==> src/rtl/bcd_time_core.sv <==
// rtl/bcd_time_core.sv - single-clock BCD time-of-day core with set-mode FSM
//
// Purpose:
//   Keeps hh:mm:ss as six BCD digits, advanced once per TICK_DIV cycles of
//   MCLK through an internal one-cycle tick enable (no derived clocks).
//   A small FSM lets the user step through the hour, minute and second
//   fields and adjust each one with plus/minus pulses.
//
// Parameters:
//   TICK_DIV   MCLK cycles per second tick (>= 2)
//   HOUR_24    1: hours 00..23; 0: hours 12,01..11 with pm flag
//   BLINK_DIV  MCLK cycles per blink half-period in set mode (>= 1)
//
// Ports:
//   MCLK, RESET_N          clock, asynchronous active-low reset
//   mode_p                 pulse: RUN -> SET_HR -> SET_MIN -> SET_SEC -> RUN
//   plus_p, minus_p        pulses: step selected field up/down (set states)
//   clear_p                pulse: synchronous clear to midnight, back to RUN
//   sec_u/sec_t, min_u/min_t, hr_u/hr_t   BCD digits
//   pm                     12h mode PM flag (always 0 in 24h mode)
//   edit_sel               one-hot {hr,min,sec} field under edit, 000 in RUN
//   blink                  blink phase of edited field, 0 in RUN
//   tick                   one-cycle pulse when the running time advanced
//   day_wrap               one-cycle pulse on midnight rollover

module bcd_time_core #(
    parameter int TICK_DIV  = 50_000_000,
    parameter int HOUR_24   = 1,
    parameter int BLINK_DIV = 12_500_000
) (
    input  logic       MCLK,
    input  logic       RESET_N,
    input  logic       mode_p,
    input  logic       plus_p,
    input  logic       minus_p,
    input  logic       clear_p,
    output logic [3:0] sec_u,
    output logic [3:0] sec_t,
    output logic [3:0] min_u,
    output logic [3:0] min_t,
    output logic [3:0] hr_u,
    output logic [3:0] hr_t,
    output logic       pm,
    output logic [2:0] edit_sel,
    output logic       blink,
    output logic       tick,
    output logic       day_wrap
);

    localparam int PW = (TICK_DIV > 1) ? $clog2(TICK_DIV) : 1;
    localparam int BW = $clog2(BLINK_DIV + 1);

    localparam logic [PW-1:0] PRE_MAX = PW'(TICK_DIV - 1);
    localparam logic [BW-1:0] BLK_MAX = BW'(BLINK_DIV - 1);

    // Hours reset to 00 in 24h mode and to 12 (midnight, am) in 12h mode.
    localparam logic [7:0] HR_RST = (HOUR_24 != 0) ? 8'h00 : 8'h12;

    typedef enum logic [1:0] {
        ST_RUN,
        ST_SET_HR,
        ST_SET_MIN,
        ST_SET_SEC
    } state_t;

    state_t        state;
    logic [PW-1:0] prescale;
    logic [BW-1:0] blink_cnt;

    // Each field is held as {tens, units} BCD.
    logic [7:0] sec_r;
    logic [7:0] min_r;
    logic [7:0] hr_r;

    // ---------------------------------------------------------------
    // BCD step helpers
    // ---------------------------------------------------------------

    // 00..59 increment with wrap.
    function automatic logic [7:0] bcd60_inc(input logic [7:0] v);
        if (v[3:0] == 4'd9) begin
            if (v[7:4] == 4'd5) begin
                return 8'h00;
            end
            return {v[7:4] + 4'd1, 4'd0};
        end
        return {v[7:4], v[3:0] + 4'd1};
    endfunction

    // 00..59 decrement with wrap.
    function automatic logic [7:0] bcd60_dec(input logic [7:0] v);
        if (v[3:0] == 4'd0) begin
            if (v[7:4] == 4'd0) begin
                return 8'h59;
            end
            return {v[7:4] - 4'd1, 4'd9};
        end
        return {v[7:4], v[3:0] - 4'd1};
    endfunction

    // Hour increment; bit 8 of the result requests a pm toggle, which
    // happens only on the 11 -> 12 step in 12h mode.
    function automatic logic [8:0] hr_inc(input logic [7:0] h);
        if (HOUR_24 != 0) begin
            if (h == 8'h23) begin
                return {1'b0, 8'h00};
            end
        end else begin
            if (h == 8'h12) begin
                return {1'b0, 8'h01};
            end
            if (h == 8'h11) begin
                return {1'b1, 8'h12};
            end
        end
        if (h[3:0] == 4'd9) begin
            return {1'b0, h[7:4] + 4'd1, 4'd0};
        end
        return {1'b0, h[7:4], h[3:0] + 4'd1};
    endfunction

    // Hour decrement; mirror of hr_inc, toggling pm on 12 -> 11.
    function automatic logic [8:0] hr_dec(input logic [7:0] h);
        if (HOUR_24 != 0) begin
            if (h == 8'h00) begin
                return {1'b0, 8'h23};
            end
        end else begin
            if (h == 8'h01) begin
                return {1'b0, 8'h12};
            end
            if (h == 8'h12) begin
                return {1'b1, 8'h11};
            end
        end
        if (h[3:0] == 4'd0) begin
            return {1'b0, h[7:4] - 4'd1, 4'd9};
        end
        return {1'b0, h[7:4], h[3:0] - 4'd1};
    endfunction

    logic [7:0] sec_up;
    logic [7:0] sec_dn;
    logic [7:0] min_up;
    logic [7:0] min_dn;
    logic [8:0] hr_up;
    logic [8:0] hr_dn;
    logic       sec_last;
    logic       min_last;
    logic       hr_last;

    assign sec_up = bcd60_inc(sec_r);
    assign sec_dn = bcd60_dec(sec_r);
    assign min_up = bcd60_inc(min_r);
    assign min_dn = bcd60_dec(min_r);
    assign hr_up  = hr_inc(hr_r);
    assign hr_dn  = hr_dec(hr_r);

    assign sec_last = (sec_r == 8'h59);
    assign min_last = (min_r == 8'h59);
    // Last hour of the day: 23 in 24h mode, 11 pm in 12h mode.
    assign hr_last  = (HOUR_24 != 0) ? (hr_r == 8'h23) : ((hr_r == 8'h11) && pm);

    // ---------------------------------------------------------------
    // FSM, prescaler, time registers and registered flags
    // ---------------------------------------------------------------
    always_ff @(posedge MCLK or negedge RESET_N) begin
        if (!RESET_N) begin
            state     <= ST_RUN;
            prescale  <= '0;
            blink_cnt <= '0;
            sec_r     <= 8'h00;
            min_r     <= 8'h00;
            hr_r      <= HR_RST;
            pm        <= 1'b0;
            edit_sel  <= 3'b000;
            blink     <= 1'b0;
            tick      <= 1'b0;
            day_wrap  <= 1'b0;
        end else begin
            tick     <= 1'b0;
            day_wrap <= 1'b0;

            if (clear_p) begin
                state     <= ST_RUN;
                prescale  <= '0;
                blink_cnt <= '0;
                sec_r     <= 8'h00;
                min_r     <= 8'h00;
                hr_r      <= HR_RST;
                pm        <= 1'b0;
                edit_sel  <= 3'b000;
                blink     <= 1'b0;
            end else if (mode_p) begin
                // Every transition restarts both counters, so leaving
                // SET_SEC gives a full second before the first tick and
                // each set state starts its blink in the visible phase.
                prescale  <= '0;
                blink_cnt <= '0;
                case (state)
                    ST_RUN: begin
                        state    <= ST_SET_HR;
                        edit_sel <= 3'b100;
                        blink    <= 1'b1;
                    end
                    ST_SET_HR: begin
                        state    <= ST_SET_MIN;
                        edit_sel <= 3'b010;
                        blink    <= 1'b1;
                    end
                    ST_SET_MIN: begin
                        state    <= ST_SET_SEC;
                        edit_sel <= 3'b001;
                        blink    <= 1'b1;
                    end
                    default: begin
                        state    <= ST_RUN;
                        edit_sel <= 3'b000;
                        blink    <= 1'b0;
                    end
                endcase
            end else if (state == ST_RUN) begin
                if (prescale == PRE_MAX) begin
                    prescale <= '0;
                    tick     <= 1'b1;
                    sec_r    <= sec_up;
                    if (sec_last) begin
                        min_r <= min_up;
                        if (min_last) begin
                            hr_r <= hr_up[7:0];
                            if (hr_up[8]) begin
                                pm <= ~pm;
                            end
                            day_wrap <= hr_last;
                        end
                    end
                end else begin
                    prescale <= prescale + 1'b1;
                end
            end else begin
                prescale <= '0;

                if (blink_cnt == BLK_MAX) begin
                    blink_cnt <= '0;
                    blink     <= ~blink;
                end else begin
                    blink_cnt <= blink_cnt + 1'b1;
                end

                // Simultaneous plus and minus cancel out.
                if (plus_p ^ minus_p) begin
                    case (state)
                        ST_SET_HR: begin
                            hr_r <= plus_p ? hr_up[7:0] : hr_dn[7:0];
                            if (plus_p ? hr_up[8] : hr_dn[8]) begin
                                pm <= ~pm;
                            end
                        end
                        ST_SET_MIN: min_r <= plus_p ? min_up : min_dn;
                        default:    sec_r <= plus_p ? sec_up : sec_dn;
                    endcase
                end
            end
        end
    end

    assign sec_u = sec_r[3:0];
    assign sec_t = sec_r[7:4];
    assign min_u = min_r[3:0];
    assign min_t = min_r[7:4];
    assign hr_u  = hr_r[3:0];
    assign hr_t  = hr_r[7:4];

endmodule

==> config.mk <==
export PLATFORM = sky130hd
export DESIGN_NAME = bcd_time_core
export DESIGN_NICKNAME = d
export VERILOG_FILES = /design/src/rtl/bcd_time_core.sv
export SDC_FILE = /design/constraint.sdc
export NUM_CORES = 1
export LEC_CHECK = 0
export CAP_MARGIN = 0
export CORE_MARGIN = 10
export CORE_UTILIZATION = 50
export DETAILED_ROUTE_END_ITERATION = 8
export GPL_TIMING_DRIVEN = 0
export PLACE_DENSITY = 0.71
export REMOVE_ABC_BUFFERS = 1
export SKIP_CTS_REPAIR_TIMING = 1
export SLEW_MARGIN = 20
export SYNTH_ARGS = -nofsm -noshare
export SYNTH_HDL_FRONTEND = slang
export SYNTH_SLANG_ARGS = --single-unit
==> constraint.sdc <==
create_clock -name MCLK -period 2.9 [get_ports MCLK]
set_clock_uncertainty 0.05 [all_clocks]
set_input_delay 0.725 -clock MCLK [delete_from_list [all_inputs] [get_ports MCLK]]
set_output_delay 0.725 -clock MCLK [all_outputs]
set_load 0.01 [all_outputs]
After elaboration in Yosys (flattened, before gate mapping)
Index checks and enable logic that the tools add are counted.
Storage, ports and cells
  input bits: 6
  bits in registers: 83
  logic and storage cells: 182
  output and inout bits: 31
Operators by class
  bitwise gates (word level): 3
  multiplexer cells: 106
  add/subtract/negate cells: 14
  reduce and logical (&&, ||, !) cells: 26
  equality and inequality tests: 19
Operators by type and width (number)
  $mux W8: 40
  $mux W26: 4
  $mux W24: 4
  $mux W9: 8
  $mux W1: 44
  $add A26 B1 Y26 const B: 1
  $eq A26 B26 Y1 const B: 1
  $add A24 B1 Y24 const B: 1
  $add A4 B1 Y4 const B: 6
  $eq A24 B24 Y1 const B: 1
  $sub A4 B1 Y4 const B: 6
  $logic_not A4 Y1: 5
  $eq A8 B7 Y1 const B: 2
  $reduce_bool A3 Y1: 5
  $eq A4 B4 Y1 const B: 3
  $ne A3 B3 Y1 const B: 4
  $reduce_and A6 Y1: 2
  $reduce_and A5 Y1: 2
  $pmux W3 S3: 1
  $eq A4 B3 Y1 const B: 2
  $eq A8 B6 Y1 const B: 1
  $logic_not A8 Y1: 1
  $reduce_and A8 Y1: 1
  $reduce_bool A4 Y1: 2
  other kinds (18): 21

Longest topological paths before layout
Gate-level depths: netlist of run 1.
  word-level depth: 12
  depth in mapped cells: 10
  mapped depth without buffers: 8

Worst setup path after synthesis of run 1
Ideal clock, no wire load.
  path kind: input to register
  start: input port mode_p
  end: register hr_r[7]
  required time: 2.724 ns
  data arrival time: 2.103 ns
  buffers on the path: 1
  setup time: 0.126 ns
  slack: 0.621 ns
  stages on the path: 6
  path through: clkbuf_1 a2111oi_0 nand4_1 and2_1 a21o_1 a221o_1
On the way
  longest elaborated chain between the ends: 2
Ends and longest elaborated chain
  from (decl): line 33  | input logic mode_p,
  $ne A2 B1 Y1 (no line)
  $reduce_and A7 Y1 (no line)
  to (signal assigned): line 230  | hr_r <= hr_up[7:0];
  to (signal assigned): line 254  | hr_r <= plus_p ? hr_up[7:0] : hr_dn[7:0];
  to (decl): line 73  | logic [7:0] hr_r;
Every way passes these cells.
A chain may end at the register's enable or synchronous reset.

Worst setup path after layout of run 1
Ends and elaborated chain as after synthesis.

==> impl_metrics.toml, run 1 <==
[layout]
stdcell_count = 774
antennaDiodeCount = 0
syn_to_final_growth_pct = 13.5
fillers = 922
drive_above_1_share = 0.0799
final_core_util = 0.588
final_nets = 668

[critical_path]
cpMaxStageDelayCell = "a2111oi_0"
r2r_start = "state[0]"
worst-r2r-cell-count = 8
crit_chain = "clkdlybuf4s50_1 -> a2111oi_0 -> nand4_1 -> and2_1 -> a21o_1 -> a221o_1"
ff2ff_setup_slack_ns = 0.06
reg2reg_to = "hr_r[7]"
crit_type = "in2reg"
worstPathArrival_ns = 3.13
cp-start-kind = "primary input"
crit_required_ns = 3.11
cp-end-kind = "flop"
critPathMaxFanout = 12
max_stage_delay_ns = 0.81

[synth]
synth_area_mm2 = 0.00539
synth_cell_types = 74
synth_mux_area_frac = 0.0153
synth_xor_area_frac = 0.0601
synth_most_common_cell = "nor2_1"
synth_top_area_cell = "dfrtp_1"
synth-main-ff-cell = "dfrtp_1"
synth_warnings = 0
synth_top_family_by_area = "simple AND/OR/NAND/NOR gates"
syn_inst = 604
async_flop_share = 1.00
synth.avg_cell_area_um2 = 8.93
synth_compound_area_frac = 0.167
ys_ff_latch = 83
yosysSeqAreaShare = 0.385
synth_top_area_frac = 0.385
ys_top_cells_by_area = "dfrtp_1 (39%), ha_1 (6.7%), nor2_1 (5.9%), a21oi_1 (3.2%), xor2_1 (3.2%)"
synthAdderAreaFrac = 0.0673
synth-edff-count = 0
yosys.area_share.simple = 0.268
ys_top_cells_by_count = "nor2_1 (85), dfrtp_1 (83), nand2_1 (42)"

[clock_network]
clk_latency_ns = 0.38
cts_buffers = 9
clockBufferDepth = 2
cts_root_buffer = "clkbuf_8"
cts_sinks = 83
tritoncts = "done"
clkTransAtPathRegs_ns = 0.09
htreeDepth = 3

[routing]
post_drt_wl_per_cell_um = 16.3
vias = 4598
vias_per_cell = 5.94
drt-initial-drc-count = 309
drt-total-wl_um = 12600
drc = 0
ant_nets = 0
firstDrtPassIters = 4

[power]
leakagePower_nw = 2.49
total_power_mw = 2.64
peakVddDrop_mv = 0.317
powerDensity_mw_per_mm2 = 432

[sta]
min_period_ns = 2.92
final_hold_viol_count = 0
holdWs_ns = 0.285
worstMarginPinSlew_ns = 0.720
slew_violations = 0
finalSetupViolations = 1
max_slew_margin = 0.507
max_freq_ghz = 0.342
fin_ws_ns = -0.0228
fin_crit_sh = 1.01

[global_routing]
grt_pass1_wl_um = 21000
first_global_vias = 4404
grt.total_usage = 0.169
grt_max_degree = 44
antenna_found_initial = 0
overflow = 0

[placed_design]
place_inst = 756
gp_congestion = 0.891
place_hpwl_um = 8890
port_buffers = 36

[floorplan]
die_area_mm2 = 0.0153
coreArea_mm2 = 0.0104
die_w_um = 124
start_util = 0.518
pin_count = 37
die_h_um = 124
num_rows = 37

[status]
outcome = "finished, violations left"
violations = "setup timing"

[worst_hold_path]
min_path_type = "in2async"

[run]
max_cap_violations = 0
==> cell families after synthesis <==
group / after synthesis
buffers and inverters: 47
AOI/OAI and AO/OA: 127
xor gates and xnor gates: 37
DFF: 83
muxes: 8
adders and majority gates: 29
and+or+nand+nor: 273
==> metal layers <==
layer,global-route usage,routed length [µm],share of wire,up-vias
met1,0.220,5900,0.47,2233
met2,0.269,5910,0.47,114
met4,0.0684,170,0.013,0
li1,-,-,-,2235
met5,0,0,0,-
met3,0.0344,627,0.050,16
==> state kept, by name, summed over array words and instances (netlist names) <==
signal     count
blink          1
blink_cnt     24
day_wrap       1
edit_sel       3
hr_r           8
min_r          8
pm             1
prescale      26
sec_r          8
state          2
tick           1
==> how the worst max path moves through the flow <==
| stage | from | end | slack, ns |
|---|---|---|---|
| CTS | mode_p | prescale[21] | -0.27 |
| global route | mode_p | hr_r[7] | -0.08 |
| global placement | RESET_N | hr_r[6] | -2.00 |
| finish | mode_p | hr_r[7] | -0.02 |
| detailed placement | mode_p | prescale[23] | -0.67 |
| floorplan | state[0] | hr_r[7] | 0.15 |
==> report_power, final <==
| part | total, mW | internal (mW) | leakage (nW) | switching [mW] |
|---|---|---|---|---|
| Clock | 0.955 | 0.513 | 0.114 | 0.442 |
| Sequential | 1.24 | 1.19 | 1.15 | 0.0529 |
| Combinational | 0.452 | 0.180 | 1.23 | 0.271 |
==> worst max-delay path: cells and delay by family <==
family / cells / cell delay [ns]
compound gates: 3 / 1.26
buf+inv: 1 / 0.71
simple gates: 2 / 0.43
==> layout make-up <==
class	count	area, µm²	share of cell area
multi-input cells	474	3150	0.515
flip-flops and latches	83	2080	0.339
repair buffers	40	402	0.0656
well taps	136	170	0.0278
clock buffers	11	141	0.0231
inverters	25	93.8	0.0153
clock inverters	5	86.3	0.0141
==> through the flow <==
| stage | setup TNS [ns] | instance area (µm²) | setup slack, ns |
|---|---|---|---|
| 6_report | -0.0228 | 6120 | -0.0228 |
| 3_3_place_gp | -239.33 | 5810 | -2.00 |
| 2_1_floorplan | 0 | 5280 | 0.150 |
| 3_5_place_dp | -25.16 | 5840 | -0.671 |
| 5_1_grt | -0.125 | 6120 | -0.0753 |
| 4_1_cts | -6.86 | 6070 | -0.266 |
==> cells in the final DEF (no fill, tap or decap), types with 7 or more instances in the layout <==
master           Yosys  routed
inv_1               25      25
clkbuf_8             0      10
nand3_1             33      33
a21oi_1             35      35
clkdlybuf4s50_1      0      34
xnor2_1             17      17
dfrtp_1             83      83
xor2_1              20      20
a31oi_1              7       7
o21ai_0             24      24
nand4_1             15      15
nor3_1              20      19
and3_1              14      14
ha_1                29      28
nor2_1              85      83
or3_1                8       8
nand2_1             42      41
(Power assumes the default switching activity.)
==> run 2: changes to the inputs <==
Settings changed: CORE_UTILIZATION 50 to 29, PLACE_DENSITY 0.71 to 0.47.
==> impl_metrics.toml, run 2 (same netlist as run 1, synthesis figures left out) <==
[critical_path]
crit_family = "simple AND/OR/NAND/NOR gates"
max_stage_delay_ns = 0.83
r2r_start = "blink_cnt[1]"
reg2reg_to = "blink"
cp-start-kind = "primary input"
critPathMaxFanout = 13
cp-end-kind = "flop"
cp_num_buf_inv = 1
cpMaxStageDelayCell = "clkdlybuf4s50_1"
worstPathArrival_ns = 2.96
worst-r2r-cell-count = 6
crit_chain = "clkdlybuf4s50_1 -> nor2_1 -> nand2_1 -> and2_2 -> mux2_2"
crit_type = "in2reg"
ff2ff_setup_slack_ns = 0.28
crit_required_ns = 3.09
path_depth = 5
crit_end = "blink"
crit_path_start = "mode_p"

[sta]
fin_ws_ns = 0.132
final_hold_viol_count = 0
slew_violations = 0
min_period_ns = 2.77
max_slew_margin = 0.451
rsz0062_at_grt = "false"
holdWs_ns = 0.294
worstMarginPinSlew_ns = 0.815
max_freq_ghz = 0.361
finalSetupViolations = 0
fin_crit_sh = 0.955

[global_routing]
grt_max_degree = 48
antenna_found_initial = 0
overflow = 0
first_global_vias = 4535
grt_pass1_wl_um = 23500
grt.total_usage = 0.117

[placed_design]
port_buffers = 36
place_ws_ns = -0.789
place_hpwl_um = 9880
gp_congestion = 0.852

[floorplan]
die_w_um = 156
pin_count = 37
coreArea_mm2 = 0.0181
die_area_mm2 = 0.0244
die_h_um = 156
start_util = 0.297
num_rows = 49

[clock_network]
clkTransAtPathRegs_ns = 0.06
clockBufferDepth = 2
clk_latency_ns = 0.35
tritoncts = "done"
htreeDepth = 3
cts_buffers = 9
cts_sinks = 83
cts_root_buffer = "clkbuf_16"

[power]
leakagePower_nw = 2.54
powerDensity_mw_per_mm2 = 466
peakVddDrop_mv = 0.334

[layout]
final_nets = 668
reg_top3 = "prescale (26), blink_cnt (24)"
drive_above_1_share = 0.0799
most-common-layout-cells = "nor2_1 (83), dfrtp_1 (83), nand2_1 (41)"
regMostFlops = "prescale"
largest_register_ffs = 26
antennaDiodeCount = 0
syn_to_final_growth_pct = 18.0

[routing]
firstDrtPassIters = 5
drt-initial-drc-count = 266
vias_per_cell = 5.26
drt-total-wl_um = 13900
vias = 4562
drc = 0
ant_nets = 0
post_drt_wl_per_cell_um = 16.0

[status]
outcome = "finished clean"

[worst_hold_path]
min_path_type = "in2async"

[run]
max_cap_violations = 0
## run 2: cell count changes in the layout (fill, tap and decap cells not counted), sizes merged
cell      before  now
clkbuf        12   11
clkinv         3    1
clkinvlp       0    2
inv           25   26
## run 2: metrics by stage
stage,TNS (ns),area (µm²),util,instances,total power [mW]
finish,0,6360,0.351,867,2.96
global route,0,6360,0.351,867,3.12
CTS,-11.79,6290,0.346,865,3.00
detailed placement,-30.87,5970,0.329,849,1.71
global placement,-264.58,5930,0.327,847,1.70
floorplan,0,5280,-,582,1.52
## run 2: final cells by class
type / instances / area, µm²
Multi-Input combinational cell: 474 / 3160
Sequential cell: 83 / 2080
Inverter: 25 / 93.8
Timing Repair Buffer: 40 / 425
Tap cell: 229 / 287
Clock inverter: 6 / 88.8
Fill cell: 1889 / 11800
Clock buffer: 10 / 229
## run 2: routing by layer
layer / vias to the layer above / global-route usage / part of all wire
met2: 85 / 0.182 / 0.46
met3: 14 / 0.0318 / 0.047
met5: - / 0 / 0
li1: 2235 / - / -
met1: 2228 / 0.157 / 0.48
met4: 0 / 0.0265 / 0.010
## run 2: power by group
part	switching, mW	total [mW]	internal [mW]
sequential	0.0541	1.24	1.19
combinational	0.279	0.464	0.185
clock	0.501	1.26	0.756
total	0.835	2.96	2.13
## run 2: worst min path at each step
stage	cells past startpoint	endpoint	slack [ns]	startpoint
floorplan	0	blink	0.38	RESET_N
global placement	1	prescale[0]	0.43	prescale[0]
detailed placement	1	prescale[0]	0.44	prescale[0]
CTS	1	blink_cnt[21]	0.31	RESET_N
global route	1	blink_cnt[23]	0.33	RESET_N
finish	1	blink_cnt[21]	0.29	RESET_N
## run 2: worst register-to-register path, cell delays in order (launching register included)
cell and delay (ns):
dfrtp_1 0.38, ha_1 0.20, nand4_1 0.25, or3_1 0.46, o31ai_4 0.40, and2_2 0.40, mux2_2 0.37
